--- src/rtl/ram_port_scheduler.sv ---
// rtl/ram_port_scheduler.sv - single RAM port owner sequencing load, solve and unload access
module ram_port_scheduler #(
  parameter int ADDRESS_WIDTH = 13,
  parameter int DATA_WIDTH    = 64
) (
  input  logic                     CLK,
  input  logic                     RST,
  input  logic                     Loading_Enable,
  input  logic                     Done_Loading,
  input  logic                     Solve_Done,
  input  logic                     Unload_Done,
  input  logic                     LD_WE,
  input  logic [ADDRESS_WIDTH-1:0] LD_Address,
  input  logic [DATA_WIDTH-1:0]    LD_Data,
  input  logic                     SV_Req,
  input  logic                     SV_WE,
  input  logic [ADDRESS_WIDTH-1:0] SV_Address,
  input  logic [DATA_WIDTH-1:0]    SV_WData,
  output logic                     SV_Gnt,
  output logic                     SV_RValid,
  output logic [DATA_WIDTH-1:0]    SV_RData,
  input  logic                     OUT_Req,
  input  logic [ADDRESS_WIDTH-1:0] OUT_Address,
  output logic                     OUT_Gnt,
  output logic                     OUT_RValid,
  output logic [DATA_WIDTH-1:0]    OUT_RData,
  output logic                     RAM_En,
  output logic                     RAM_WE,
  output logic [ADDRESS_WIDTH-1:0] RAM_Address,
  output logic [DATA_WIDTH-1:0]    RAM_WData,
  input  logic [DATA_WIDTH-1:0]    RAM_RData,
  output logic [1:0]               Mode,
  output logic                     LD_Overrun
);

  typedef enum logic [1:0] {
    MODE_IDLE   = 2'd0,
    MODE_LOAD   = 2'd1,
    MODE_SOLVE  = 2'd2,
    MODE_UNLOAD = 2'd3
  } mode_e;

  mode_e                     mode_q, mode_d;
  logic                      rr_ptr_q, rr_ptr_d;  // 0: solver preferred, 1: encoder preferred
  logic                      ld_overrun_q, ld_overrun_d;
  logic                      ram_en_q, ram_en_d;
  logic                      ram_we_q, ram_we_d;
  logic [ADDRESS_WIDTH-1:0]  ram_addr_q, ram_addr_d;
  logic [DATA_WIDTH-1:0]     ram_wdata_q, ram_wdata_d;
  logic                      rd_pend_q, rd_pend_d;
  logic                      rd_owner_q, rd_owner_d;  // 1: encoder owns the read in flight
  logic                      sv_rvalid_q, sv_rvalid_d;
  logic                      out_rvalid_q, out_rvalid_d;
  logic [DATA_WIDTH-1:0]     sv_rdata_q, sv_rdata_d;
  logic [DATA_WIDTH-1:0]     out_rdata_q, out_rdata_d;

  logic ld_issue;
  logic sv_gnt;
  logic out_gnt;

  always_comb begin
    mode_d = mode_q;
    case (mode_q)
      MODE_IDLE:   if (Loading_Enable) mode_d = MODE_LOAD;
      MODE_LOAD:   if (Done_Loading)   mode_d = MODE_SOLVE;
      MODE_SOLVE:  if (Solve_Done)     mode_d = MODE_UNLOAD;
      MODE_UNLOAD: if (Unload_Done)    mode_d = MODE_IDLE;
      default:     mode_d = MODE_IDLE;
    endcase
  end

  always_comb begin
    ld_issue = 1'b0;
    sv_gnt   = 1'b0;
    out_gnt  = 1'b0;
    rr_ptr_d = rr_ptr_q;
    case (mode_q)
      MODE_LOAD: ld_issue = LD_WE;
      MODE_SOLVE: begin
        if (SV_Req && (!OUT_Req || !rr_ptr_q)) begin
          sv_gnt   = 1'b1;
          rr_ptr_d = 1'b1;
        end else if (OUT_Req) begin
          out_gnt  = 1'b1;
          rr_ptr_d = 1'b0;
        end
      end
      MODE_UNLOAD: out_gnt = OUT_Req;
      default: ;
    endcase
  end

  always_comb begin
    ld_overrun_d = ld_overrun_q | (LD_WE & (mode_q != MODE_LOAD));
    ram_en_d     = ld_issue | sv_gnt | out_gnt;
    ram_we_d     = ld_issue | (sv_gnt & SV_WE);
    ram_addr_d   = ram_addr_q;
    ram_wdata_d  = ram_wdata_q;
    if (ld_issue) begin
      ram_addr_d  = LD_Address;
      ram_wdata_d = LD_Data;
    end else if (sv_gnt) begin
      ram_addr_d = SV_Address;
      if (SV_WE) ram_wdata_d = SV_WData;
    end else if (out_gnt) begin
      ram_addr_d = OUT_Address;
    end
  end

  // Read tag pipeline: stage 1 rides with the RAM command, stage 2 marks when RAM_RData is valid.
  always_comb begin
    rd_pend_d    = (sv_gnt & ~SV_WE) | out_gnt;
    rd_owner_d   = out_gnt;
    sv_rvalid_d  = rd_pend_q & ~rd_owner_q;
    out_rvalid_d = rd_pend_q & rd_owner_q;
    sv_rdata_d   = sv_rvalid_q  ? RAM_RData : sv_rdata_q;
    out_rdata_d  = out_rvalid_q ? RAM_RData : out_rdata_q;
  end

  always_ff @(posedge CLK) begin
    if (RST) begin
      mode_q       <= MODE_IDLE;
      rr_ptr_q     <= 1'b0;
      ld_overrun_q <= 1'b0;
      ram_en_q     <= 1'b0;
      ram_we_q     <= 1'b0;
      ram_addr_q   <= '0;
      ram_wdata_q  <= '0;
      rd_pend_q    <= 1'b0;
      rd_owner_q   <= 1'b0;
      sv_rvalid_q  <= 1'b0;
      out_rvalid_q <= 1'b0;
      sv_rdata_q   <= '0;
      out_rdata_q  <= '0;
    end else begin
      mode_q       <= mode_d;
      rr_ptr_q     <= rr_ptr_d;
      ld_overrun_q <= ld_overrun_d;
      ram_en_q     <= ram_en_d;
      ram_we_q     <= ram_we_d;
      ram_addr_q   <= ram_addr_d;
      ram_wdata_q  <= ram_wdata_d;
      rd_pend_q    <= rd_pend_d;
      rd_owner_q   <= rd_owner_d;
      sv_rvalid_q  <= sv_rvalid_d;
      out_rvalid_q <= out_rvalid_d;
      sv_rdata_q   <= sv_rdata_d;
      out_rdata_q  <= out_rdata_d;
    end
  end

  // RAM data only exists in the return cycle, so it is forwarded then and held in _q afterwards.
  assign SV_RData    = sv_rvalid_q  ? RAM_RData : sv_rdata_q;
  assign OUT_RData   = out_rvalid_q ? RAM_RData : out_rdata_q;
  assign SV_RValid   = sv_rvalid_q;
  assign OUT_RValid  = out_rvalid_q;
  assign SV_Gnt      = sv_gnt;
  assign OUT_Gnt     = out_gnt;
  assign RAM_En      = ram_en_q;
  assign RAM_WE      = ram_we_q;
  assign RAM_Address = ram_addr_q;
  assign RAM_WData   = ram_wdata_q;
  assign Mode        = mode_q;
  assign LD_Overrun  = ld_overrun_q;

endmodule

--- config.mk ---
export PLATFORM = sky130hd
export DESIGN_NAME = ram_port_scheduler
export DESIGN_NICKNAME = d
export VERILOG_FILES = /design/src/rtl/ram_port_scheduler.sv
export SDC_FILE = /design/constraint.sdc
export NUM_CORES = 1
export LEC_CHECK = 0
export CORE_AREA = 4 4 177 179
export DETAILED_ROUTE_END_ITERATION = 12
export DIE_AREA = 0 0 181 183
export GPL_TIMING_DRIVEN = 1
export PLACE_DENSITY_LB_ADDON = 0.05
export SLEW_MARGIN = 25
export SYNTH_ARGS = -nofsm -noshare
export SYNTH_HDL_FRONTEND = slang
export SYNTH_SLANG_ARGS = --single-unit
--- constraint.sdc ---
create_clock -name CLK -period 4.9 [get_ports CLK]
set_input_delay 0.98 -clock CLK [delete_from_list [all_inputs] [get_ports CLK]]
set_output_delay 0.98 -clock CLK [all_outputs]
set_load 0.03 [all_outputs]
# Word-level counts from Yosys, hierarchy flattened

Index checks and enable logic that the tools add are counted.

Bits in writable memories: 0
Latch bits: 0
ROM bits: 0
Memories kept: 0
Register bits after elaboration: 215
Output and inout bits: 214

Bitwise logic cells: 12
Magnitude comparators: 0
$add $sub $neg: 0
Multipliers: 0
Divide/modulo/power cells: 0
Reductions and logical operators: 12
Shift operators: 0
Equality and inequality tests: 8
Mux-type cells: 21

Operators with widths:

| kind                 | number |
|---|---|
| $mux W64             | 5 |
| $mux W13             | 3 |
| $mux W2              | 4 |
| $ne A2 B2 Y1 const B | 4 |
| $pmux W2 S4          | 1 |
| $mux W1              | 7 |
| $reduce_bool A2 Y1   | 3 |
| $and A1 B1 Y1        | 5 |
| $or A1 B1 Y1         | 5 |
| $eq A2 B2 Y1 const B | 2 |
| $reduce_and A2 Y1    | 2 |
| $reduce_and A4 Y1    | 1 |
| $reduce_bool A3 Y1   | 1 |
| $eq A2 B1 Y1 const B | 1 |
| $logic_not A1 Y1     | 2 |
| $logic_not A2 Y1     | 1 |
| $ne A2 B1 Y1 const B | 1 |
| $not A1 Y1           | 2 |
| $pmux W1 S2          | 1 |
| $logic_and A1 B1 Y1  | 1 |
| $logic_or A1 B1 Y1   | 1 |

# Logic depth before layout (Yosys ltp)

Gate-level depths: netlist of the first run.

Word-level depth: 8
Mapped depth: 9
Gate-level depth less buffers: 6

# Worst setup path before layout of the first run

Ideal clock, no wire load.

Path kind: input -> output
From: input port SV_Req
To: output port SV_Gnt
Slack: 2265 ps
Arrival time: 1655 ps
Stages on the path: 3
Path through: nand2_1 > a21oi_1 > buf_2

Word-level cells in the longest chain between the ends: 3

Ends and longest elaborated chain:

| item                | RTL line | text |
|---|---|---|
| start, declared     | 15       | `input logic SV_Req,` |
| $logic_and A1 B1 Y1 | 80       | `if (SV_Req && (!OUT_Req \|\| !rr_ptr_q)) begin` |
| $mux W1             | 80       |  |
| $mux W1             | 77       | `case (mode_q)` |
| end, declared       | 19       | `output logic SV_Gnt,` |

No other way between the ends.

# Worst setup path in the final report of the first run

From: register out_rvalid_q (netlist: OUT_RValid)
To: output port OUT_RData[53]

Word-level cells in the longest chain between the ends: 1

Ends and longest elaborated chain:

| item                   | RTL line | text |
|---|---|---|
| start, declared        | 53       | `logic out_rvalid_q, out_rvalid_d;` |
| start signal, assigned | 146      | `out_rvalid_q <= out_rvalid_d;` |
| $mux W64               | 154      | `assign OUT_RData = out_rvalid_q ? RAM_RData : out_rdata_q;` |
| end, declared          | 26       | `output logic [DATA_WIDTH-1:0] OUT_RData,` |

No other way between the ends.

==> out/summary.txt, run 1 <==
post-layout min period -> 3728 ps
Worst Skew -> 7.571 ps
Unique masters post-synth -> 35
Yosys top cell area share -> 47.65%
Vias/cell -> 4.655
Synth Warn # -> 0
Routed WL -> 33.11 mm
post-detailed-route wirelength per cell -> 19.05 um
number of flops mapped to enable cells by yosys -> 0
share of cells above drive strength 1 -> 14.93%
Synth Flop Type -> dfxtp_1
Power, Total -> 6.145 mW
cell area after synthesis -> 9034 sq um
#FFs+latches synth -> 215
post-synth top area cell -> dfxtp_1
clock slew at reported path FFs -> 60 ps
crit-path max FO -> 30
syn avg cell area -> 9.884 sq um
Die Height -> 183 um
Worst-Margin Slew -> 1001 ps
Achievable Freq -> 0.2683 GHz
CTS tree -> yes
grt total ovfl -> 0
number of global-route vias before repair -> 8,203
Rel. slew slack -> 33.00%
Die Footprint -> 33,120 sq um
initial core utilization -> 30.56%
initial antenna violation count -> 2
PwrDens -> 420.1 nW/um^2
outcome -> complete, no violations
total clock sinks -> 215
IO Count -> 455
Critical Path End Type -> output port
Non-Filler Instances -> 1,738
Worst-Skew Late Latency -> 520 ps
top post-synthesis cells by area -> dfxtp_1 48%, mux2_2 16%, nor2b_1 9.1%, nor3_1 6.9%, nor4_1 3.8%
final hold vios -> 0
I/O Buffers -> 454
Hold WC Path Type -> reg -> reg
nets -> 1,574
Critical Path AT -> 2750 ps
Final setup violation count -> 0
largest net degree at the start of global routing -> 78
Slew Limit Fails -> 0
Syn Nets -> 1,159
peak supply drop -> 0.2390 mV
CTS Hold Bufs -> 0
setup TNS -> 0 ps
post-route ant nets -> 0
Synth top cells by count -> 215 x dfxtp_1, 131 x nor2b_1, 128 x mux2_2, 124 x nor3_1, 70 x nor2_1
RSZ-0062 raised after global routing -> false
first-pass GRT wire length -> 49.51 mm
ys async rst share -> 0%
placed insts -> 1,690
clk buf depth -> 3
H-tree depth -> 1
routability cong. -> 0.7602
vias post-DR -> 8,091
Post-CTS Setup Repair Bufs -> 0
most common cell in the netlist -> dfxtp_1
worst r2r src -> Mode[0]
Root Driver -> clkbuf_16
Min Hold Slack -> 400.7 ps
worst setup path start -> OUT_RValid
HPWL Detailed -> 23.60 mm
CP startpoint kind -> flop
TritonRoute pass-1 iters -> 4
WS Path Type -> reg -> out
1st-iter DRT viols -> 263
residual DRC count -> 0
num rows -> 63
Core Region -> 29,560 sq um
cells after synthesis -> 914
Layout Area Growth over Synthesis -> 61.90%
CTS buffer count -> 27
worst hold start -> rd_owner_q
Total GRT Usage -> 18.77%
PostCTS Resize Cnt -> 0
post-synthesis sequential area ratio -> 47.65%
worst path required time -> 3920 ps
Leak -> 5.505 nW
Max Cap Viol -> 0
period utilisation layout -> 76.07%
die width -> 181 um
## cells in the final DEF (no fill, tap or decap), drive strengths merged, types with 14 or more instances in the layout
cell type / synthesis / layout
nor2b: 131 / 131
nor2: 70 / 70
nor3: 129 / 129
clkdlybuf4s50: 0 / 453
inv: 18 / 18
mux2: 128 / 128
nor4: 65 / 65
nand3: 14 / 14
clkbuf: 42 / 41
dfxtp: 215 / 215
## cell families after synthesis
kind of cell	after synthesis	share of synthesized area, %
simple gates	430	26.84
flops	215	47.65
mux	129	16.07
buf+inv	98	5.568
compound gates	38	3.324
fa+ha+maj	4	0.5540
## registers in the layout, indices dropped and copies added (netlist names)
signal	count
out_rdata_q	64
rd_pend_q	1
RAM_Address	13
sv_rdata_q	64
SV_RValid	1
RAM_En	1
LD_Overrun	1
rr_ptr_q	1
RAM_WE	1
RAM_WData	64
rd_owner_q	1
OUT_RValid	1
Mode	2
## critical path: stages, from the launching register on
cell and delay (ps):
dfxtp_2 670, buf_4 500, mux2_2 400, clkdlybuf4s50_1 650
## report_power, final
| group | leakage (nW) | total, mW | switching [mW] | internal [mW] |
|---|---|---|---|---|
| logic | 3.34 | 2.13 | 1.19 | 0.941 |
| registers | 1.74 | 2.11 | 0.123 | 1.99 |
| clock network | 0.421 | 1.90 | 0.742 | 1.16 |
| total | 5.50 | 6.14 | 2.05 | 4.09 |
## path summary, 6_finish.rpt
path	slack [ps]	cells past startpoint	endpoint
worst min register to register	400	1	SV_RValid
worst max register to register	2380	7	RAM_WData[56]
worst min-delay path	400	1	SV_RValid
worst max-delay path	1170	3	OUT_RData[53]
## routing by layer
metal  global-route usage, %  vias to the layer above  routed length, um
li1                        -                     4002                  -
met1                   21.53                     3740              12970
met2                   32.74                      306              16150
met3                   7.834                       43               3366
met4                   4.533                        0                636
met5                       0                        -                  0
## area by class of cell
cell class	count	area, sq um
multi-input combinational	601	4237
timing repair buffer	466	4673
fill	2845	14930
sequential	215	4307
inverter	18	67.56
clock inverter	5	50.05
tap	390	488.0
clock buffer	41	798.3
antenna	2	5.005
## metrics by stage
step	worst slack [ps]	utilization, %	cell area [sq um]
floorplan	2265	-	9034
global placement	1301	46.59	13770
detailed placement	1312	46.59	13770
CTS	1087	49.46	14620
global route	1022	49.48	14630
finish	1172	49.48	14630
No activity file was read; power rests on OpenSTA's default activity.
==> run 2: changes to the inputs <==
CORE_AREA = 4 4 175 177   (was 4 4 177 179)
DIE_AREA = 0 0 179 181   (was 0 0 181 183)
clock period = 3.9 ns   (was 4.9 ns; I/O delays follow)
==> run 2 against run 1 <==
Combinational power grew 28%. Via count grew 0.25%. Sequential cell count is the same. Critical path type unchanged. Sequential power grew 26%. First-iteration DRC count grew 17%. Register-to-register slack lost 810 ps. Wire length shrank 1.6%.
==> out/summary.txt, run 2 (same netlist as run 1, synthesis figures left out) <==
Slew Limit Fails -> 0 (unchanged)
Die Height -> 181 um (-1.1%)
CTS tree -> yes
most common cell after layout, fill and taps aside -> clkdlybuf4s50_1
worst slack, placed -> 778.7 ps (-532.8 ps)
Critical Path End Type -> output port
CP startpoint kind -> flop
HPWL Detailed -> 23.06 mm (-2.3%)
Sw Share -> 33.37% (-0.060 points)
I/O Buffers -> 454 (unchanged)
PostCTS Resize Cnt -> 0 (unchanged)
Root Driver -> clkbuf_16
Achievable Freq -> 0.3115 GHz
Core Util, Final -> 50.44% (+0.96 points)
total clock sinks -> 215 (unchanged)
CTS buffer count -> 26 (-3.7%)
sequential share of power -> 33.6% (-0.8 points)
Fillers -> 2,760 (-3.0%)
final hold vios -> 0 (unchanged)
r2r setup slk -> 1570 ps (-810 ps)
worst r2r src -> Mode[0]
CP most frequent cell -> inv_1
RSZ-0062 raised after global routing -> false
1st-iter DRT viols -> 308 (+17%)
period utilisation layout -> 82.31%
Leak -> 5.571 nW (+1.2%)
Hold Path Sink -> SV_RValid
Critical Path AT -> 2430 ps (-320 ps)
PwrDens -> 534.5 nW/um^2 (+27%)
Routed WL -> 32.60 mm (-1.6%)
Worst R2R Path Depth -> 7 (unchanged)
Rel. slew slack -> 27.90% (-5.1 points)
worst setup path start -> Mode[0]
peak supply drop -> 0.3135 mV (+31%)
post-layout min period -> 3210 ps
nets -> 1,578 (+0.25%)
Die Footprint -> 32,400 sq um (-2.2%)
die width -> 179 um (-1.1%)
largest net degree at the start of global routing -> 151 (+94%)
Worst path slowest cell -> clkdlybuf4s50_1
clk buf depth -> 3 (unchanged)
Min Hold Slack -> 414.6 ps (+13.95 ps)
IO Count -> 455 (unchanged)
initial antenna violation count -> 1 (-1)
share of cells above drive strength 1 -> 15.62% (+0.68 points)
worst stage delay on the critical path -> 600 ps (-70 ps)
Worst Skew -> 10.07 ps (+2.502 ps)
Layout Area Growth over Synthesis -> 63.28%
H-tree depth -> 1 (unchanged)
clock slew at reported path FFs -> 60 ps (about the same)
post-route ant nets -> 0 (unchanged)
crit-path max FO -> 7 (-77%)
crit-path cells -> inv_1 > ha_1 > a21boi_0 > o21ai_0 > inv_1 > clkdlybuf4s50_1
grt total ovfl -> 0 (unchanged)
vias post-DR -> 8,111 (+0.25%)
Total GRT Usage -> 19.01% (+0.24 points)
Final setup violation count -> 0 (unchanged)
outcome -> complete, no violations
post-detailed-route wirelength per cell -> 18.71 um (-1.8%)
clock power share -> 31.9% (+0.9 points)
residual DRC count -> 0 (unchanged)
worst hold start -> rd_owner_q
worst path required time -> 3120 ps (-800 ps)
Core Region -> 29,240 sq um (-1.1%)
setup TNS -> 0 ps (unchanged)
Worst-Margin Slew -> 1078 ps (+76.35 ps)
Worst-Skew Late Latency -> 520 ps (about the same)
Hold WC Path Type -> reg -> reg
number of global-route vias before repair -> 8,123 (-0.98%)
Final Cell Area -> 14,750 sq um (+0.86%)
WHS Path Cells -> 1 (unchanged)
initial core utilization -> 30.89% (+0.33 points)
first-pass GRT wire length -> 48.47 mm (-2.1%)
WS Path Type -> reg -> out
FF-to-FF End -> RAM_WData[63]
most frequent cells in the layout -> 453 x clkdlybuf4s50_1, 213 x dfxtp_1, 131 x nor2b_1
CTS Hold Bufs -> 0 (unchanged)
Placement Cell Area -> 13,850 sq um (+0.54%)
num rows -> 63 (unchanged)
Max Cap Viol -> 0 (unchanged)
Net Switching -> 2.631 mW (+28%)
routability cong. -> 0.7842 (+3.2%)
TritonRoute pass-1 iters -> 4 (unchanged)
Final WS setup -> 689.7 ps (-482.6 ps)
part of the power in combinational logic -> 34.4% (-0.3 points)
Vias/cell -> 4.656 (about the same)
Post-CTS Setup Repair Bufs -> 0 (unchanged)
cell-internal power -> 5.253 mW (+28%)
==> run 2: cell count changes in the layout (fill, tap and decap cells not counted) <==
cell       previous run  this run
clkinv_2              4         5
buf_12                3         6
clkbuf_8              7         9
bufinv_16             1         2
buf_4                 9        11
clkbuf_1              7         2
diode_2               2         1
inv_6                 0         1
==> run 2: final cells by class <==
cell class	instances	area [sq um]	area share, %
diodes	1	2.502	0.01696
clock buffers	38	807.0	5.471
clock inverters	8	93.84	0.6362
inverters	18	67.56	0.4581
multi-input cells	601	4237	28.72
flip-flops and latches	215	4307	29.20
well taps	390	488.0	3.308
repair buffers	471	4748	32.19
==> run 2: worst max path at each step <==
stage          cells past startpoint  slack, ps      endpoint
6_report                           6        690       OUT_Gnt
5_1_grt                            6        500       OUT_Gnt
3_3_place_gp                       3        770  SV_RData[61]
3_5_place_dp                       3        780  SV_RData[61]
2_1_floorplan                      4       1580        SV_Gnt
4_1_cts                            6        660       OUT_Gnt
==> run 2: critical path: cells and delay by family (launching register included) <==
| family | cells | cell delay (ps) |
|---|---|---|
| flops | 1 | 410 |
| compound gates | 2 | 440 |
| fa+ha+maj | 1 | 300 |
| buf+inv | 3 | 770 |
==> run 2: metrics by stage <==
step | total power [mW] | instances
after global placement | 5.423 | 1695
final | 7.884 | 1742
after CTS | 7.994 | 1741
after global routing | 8.286 | 1742
after floorplan | 4.261 | 914
after detailed placement | 5.429 | 1695
==> run 2: power groups by stage <==
| stage | clock [mW] | sequential (mW) | combinational (mW) |
|---|---|---|---|
| 2_1_floorplan | 0 | 3.21 | 1.05 |
| 3_3_place_gp | 0 | 2.68 | 2.74 |
| 3_5_place_dp | 0 | 2.70 | 2.73 |
| 4_1_cts | 2.60 | 2.65 | 2.74 |
| 5_1_grt | 2.70 | 2.69 | 2.90 |
| 6_report | 2.52 | 2.65 | 2.72 |
==> run 2: layer usage <==
metal / share of wire, % / up-vias / routed length, um / track usage [%]
li1: - / 4017 / - / -
met5: 0 / - / 0 / 0
met2: 49 / 308 / 16040 / 33.37
met3: 11 / 35 / 3449 / 7.638
met1: 38 / 3751 / 12460 / 21.42
met4: 2.0 / 0 / 649 / 4.575
==> run 3: changes to the inputs <==
CORE_AREA = 4 4 176 178   (was 4 4 175 177)
DIE_AREA = 0 0 180 182   (was 0 0 179 181)
clock period = 2.7 ns   (was 3.9 ns; I/O delays follow)
==> run 3 against run 2 <==
Power grew 41%. Register-to-register slack lost 1100 ps. Combinational power grew 44%. Clock power grew 32%. Critical endpoint is now SV_RData[49].
==> out/summary.txt, run 3 (same netlist as run 1, synthesis figures left out) <==
outcome -> complete, no violations
die width -> 180 um (+0.56%)
post-layout min period -> 2629 ps
Vias/cell -> 4.676 (+0.42%)
largest net degree at the start of global routing -> 66 (-56%)
Critical Path End Type -> output port
Leak -> 6.282 nW (+13%)
most common cell after layout, fill and taps aside -> clkdlybuf4s50_1
CTS buffer count -> 26 (unchanged)
initial core utilization -> 30.72% (-0.17 points)
Final WS setup -> 71.48 ps (-618.2 ps)
setup TNS -> 0 ps (unchanged)
Core Region -> 29,400 sq um (+0.54%)
Placement Cell Area -> 13,950 sq um (+0.74%)
Fillers -> 2,842 (+3.0%)
peak supply drop -> 0.5530 mV (+76%)
Root Driver -> clkbuf_16
final hold vios -> 0 (unchanged)
WS Path Type -> reg -> out
residual DRC count -> 0 (unchanged)
1st-iter DRT viols -> 298 (-3.2%)
Power, Total -> 11.08 mW (+41%)
worst stage delay on the critical path -> 620 ps (+20 ps)
Die Height -> 182 um (+0.55%)
Max Cap Viol -> 0 (unchanged)
Layout Area Growth over Synthesis -> 62.53%
CP startpoint kind -> flop
part of the power in combinational logic -> 35.5% (+1.1 points)
Worst Path Buf+Inv -> 2 (-1)
Worst path slowest cell -> clkdlybuf4s50_1
post-route ant nets -> 0 (unchanged)
HPWL Detailed -> 23.94 mm (+3.8%)
Final Cell Area -> 14,680 sq um (-0.46%)
Net Switching -> 3.749 mW (+42%)
crit-path cells -> buf_12 > mux2_2 > clkdlybuf4s50_1
grt total ovfl -> 0 (unchanged)
num rows -> 63 (unchanged)
crit-path max FO -> 13 (+6)
share of cells above drive strength 1 -> 15.63% (+0.016 points)
IO Count -> 455 (unchanged)
sequential share of power -> 34.6% (+1.0 points)
Final setup violation count -> 0 (unchanged)
Post-CTS Setup Repair Bufs -> 0 (unchanged)
most frequent cells in the layout -> 334 x clkdlybuf4s50_1, 213 x dfxtp_1, 131 x nor2b_1
worst slack, placed -> 191.0 ps (-587.8 ps)
initial antenna violation count -> 5 (+4)
Worst-Margin Slew -> 705.2 ps (-372.4 ps)
H-tree depth -> 1 (unchanged)
nets -> 1,584 (+0.38%)
clock slew at reported path FFs -> 60 ps (about the same)
Total GRT Usage -> 18.99% (-0.020 points)
Largest delay share family, worst path -> buffers and inverters
vias post-DR -> 8,187 (+0.94%)
clock power share -> 29.9% (-2.0 points)
PwrDens -> 754.6 nW/um^2 (+41%)
RSZ-0062 raised after global routing -> false
Slew Limit Fails -> 0 (unchanged)
number of global-route vias before repair -> 8,196 (+0.90%)
Worst-Skew Late Latency -> 530 ps (about the same)
routability cong. -> 0.7868 (+0.33%)
Die Footprint -> 32,760 sq um (+1.1%)
clk buf depth -> 3 (unchanged)
Critical Path AT -> 2090 ps (-340 ps)
Routed WL -> 33.17 mm (+1.8%)
Sw Share -> 33.84% (+0.47 points)
TritonRoute pass-1 iters -> 4 (unchanged)
CTS tree -> yes
Achievable Freq -> 0.3804 GHz
I/O Buffers -> 454 (unchanged)
first-pass GRT wire length -> 49.42 mm (+2.0%)
total clock sinks -> 215 (unchanged)
worst path required time -> 2160 ps (-960 ps)
period utilisation layout -> 97.35%
CTS Hold Bufs -> 0 (unchanged)
Worst Skew -> 21.97 ps (+11.90 ps)
Rel. slew slack -> 51.77% (+24 points)
Hold WC Path Type -> in -> reg
post-detailed-route wirelength per cell -> 18.94 um (+1.2%)
cell-internal power -> 7.330 mW (+40%)
## run 3: changes by cell type in the layout (fill, tap and decap cells not counted), sizes merged
cell / change
clkinv: -3
diode: +4
inv: -1
buf: +8
dlymetal6s2s: +11
bufinv: -2
clkbuf: +5
dlygate4sd2: +106
clkdlybuf4s50: -119
## run 3: path summary, 6_finish.rpt
kind / from / end / slack, ps / cells after the start
setup / recovery: SV_RValid / SV_RData[49] / 70 / 3
hold / removal: RST / out_rdata_q[5] / 350 / 2
setup reg to reg: Mode[0] / RAM_WData[0] / 510 / 9
hold reg to reg: rd_owner_q / SV_RValid / 400 / 1
## run 3: timing repair
item | 4_1_cts | 5_1_grt
endpoints found under the hold margin | 0 | 0
pin swaps | 0 | 0
setup endpoints to repair | 106 | 11
gates resized for setup | 107 | 11
## run 3: layer usage
layer	share of wire [%]	global-route usage (%)
met5	0	0
met4	3.3	6.218
met3	9.2	7.272
met2	48	32.97
met1	39	21.53
## run 3: final cells by class
| cell class | count | area, sq um | share of cell area, % |
|---|---|---|---|
| timing repair buffer | 477 | 4753 | 32.37 |
| sequential | 215 | 4307 | 29.33 |
| multi-input combinational | 601 | 4239 | 28.87 |
| clock buffer | 43 | 794.5 | 5.411 |
| tap | 390 | 488.0 | 3.323 |
| inverter | 18 | 67.56 | 0.4602 |
| clock inverter | 2 | 21.27 | 0.1449 |
| antenna | 5 | 12.51 | 0.08522 |
## run 3: worst register-to-register path, delay by kind of cell, from the launching register on
family	cells	cell delay, ps
buffers and inverters	4	800
AND/OR/NAND/NOR	4	650
flip-flops	1	410
adder cells (fa/ha/maj)	1	240
## run 3: stage by stage
stage / util, % / std cells / hold WS, ps
2_1_floorplan: - / 914 / 389.6
3_3_place_gp: 47.44 / 1701 / 399.8
3_5_place_dp: 47.44 / 1701 / 391.1
4_1_cts: 49.79 / 1746 / 318.0
5_1_grt: 49.94 / 1751 / 335.1
6_report: 49.94 / 1751 / 348.9
## run 3: power by group through the flow
stage,Clock (mW),Sequential [mW],Combinational (mW)
floorplan,0,4.63,1.52
global placement,0,3.88,4.01
detailed placement,0,3.89,4.00
CTS,3.44,3.83,3.98
global route,3.56,3.89,4.22
finish,3.32,3.83,3.93
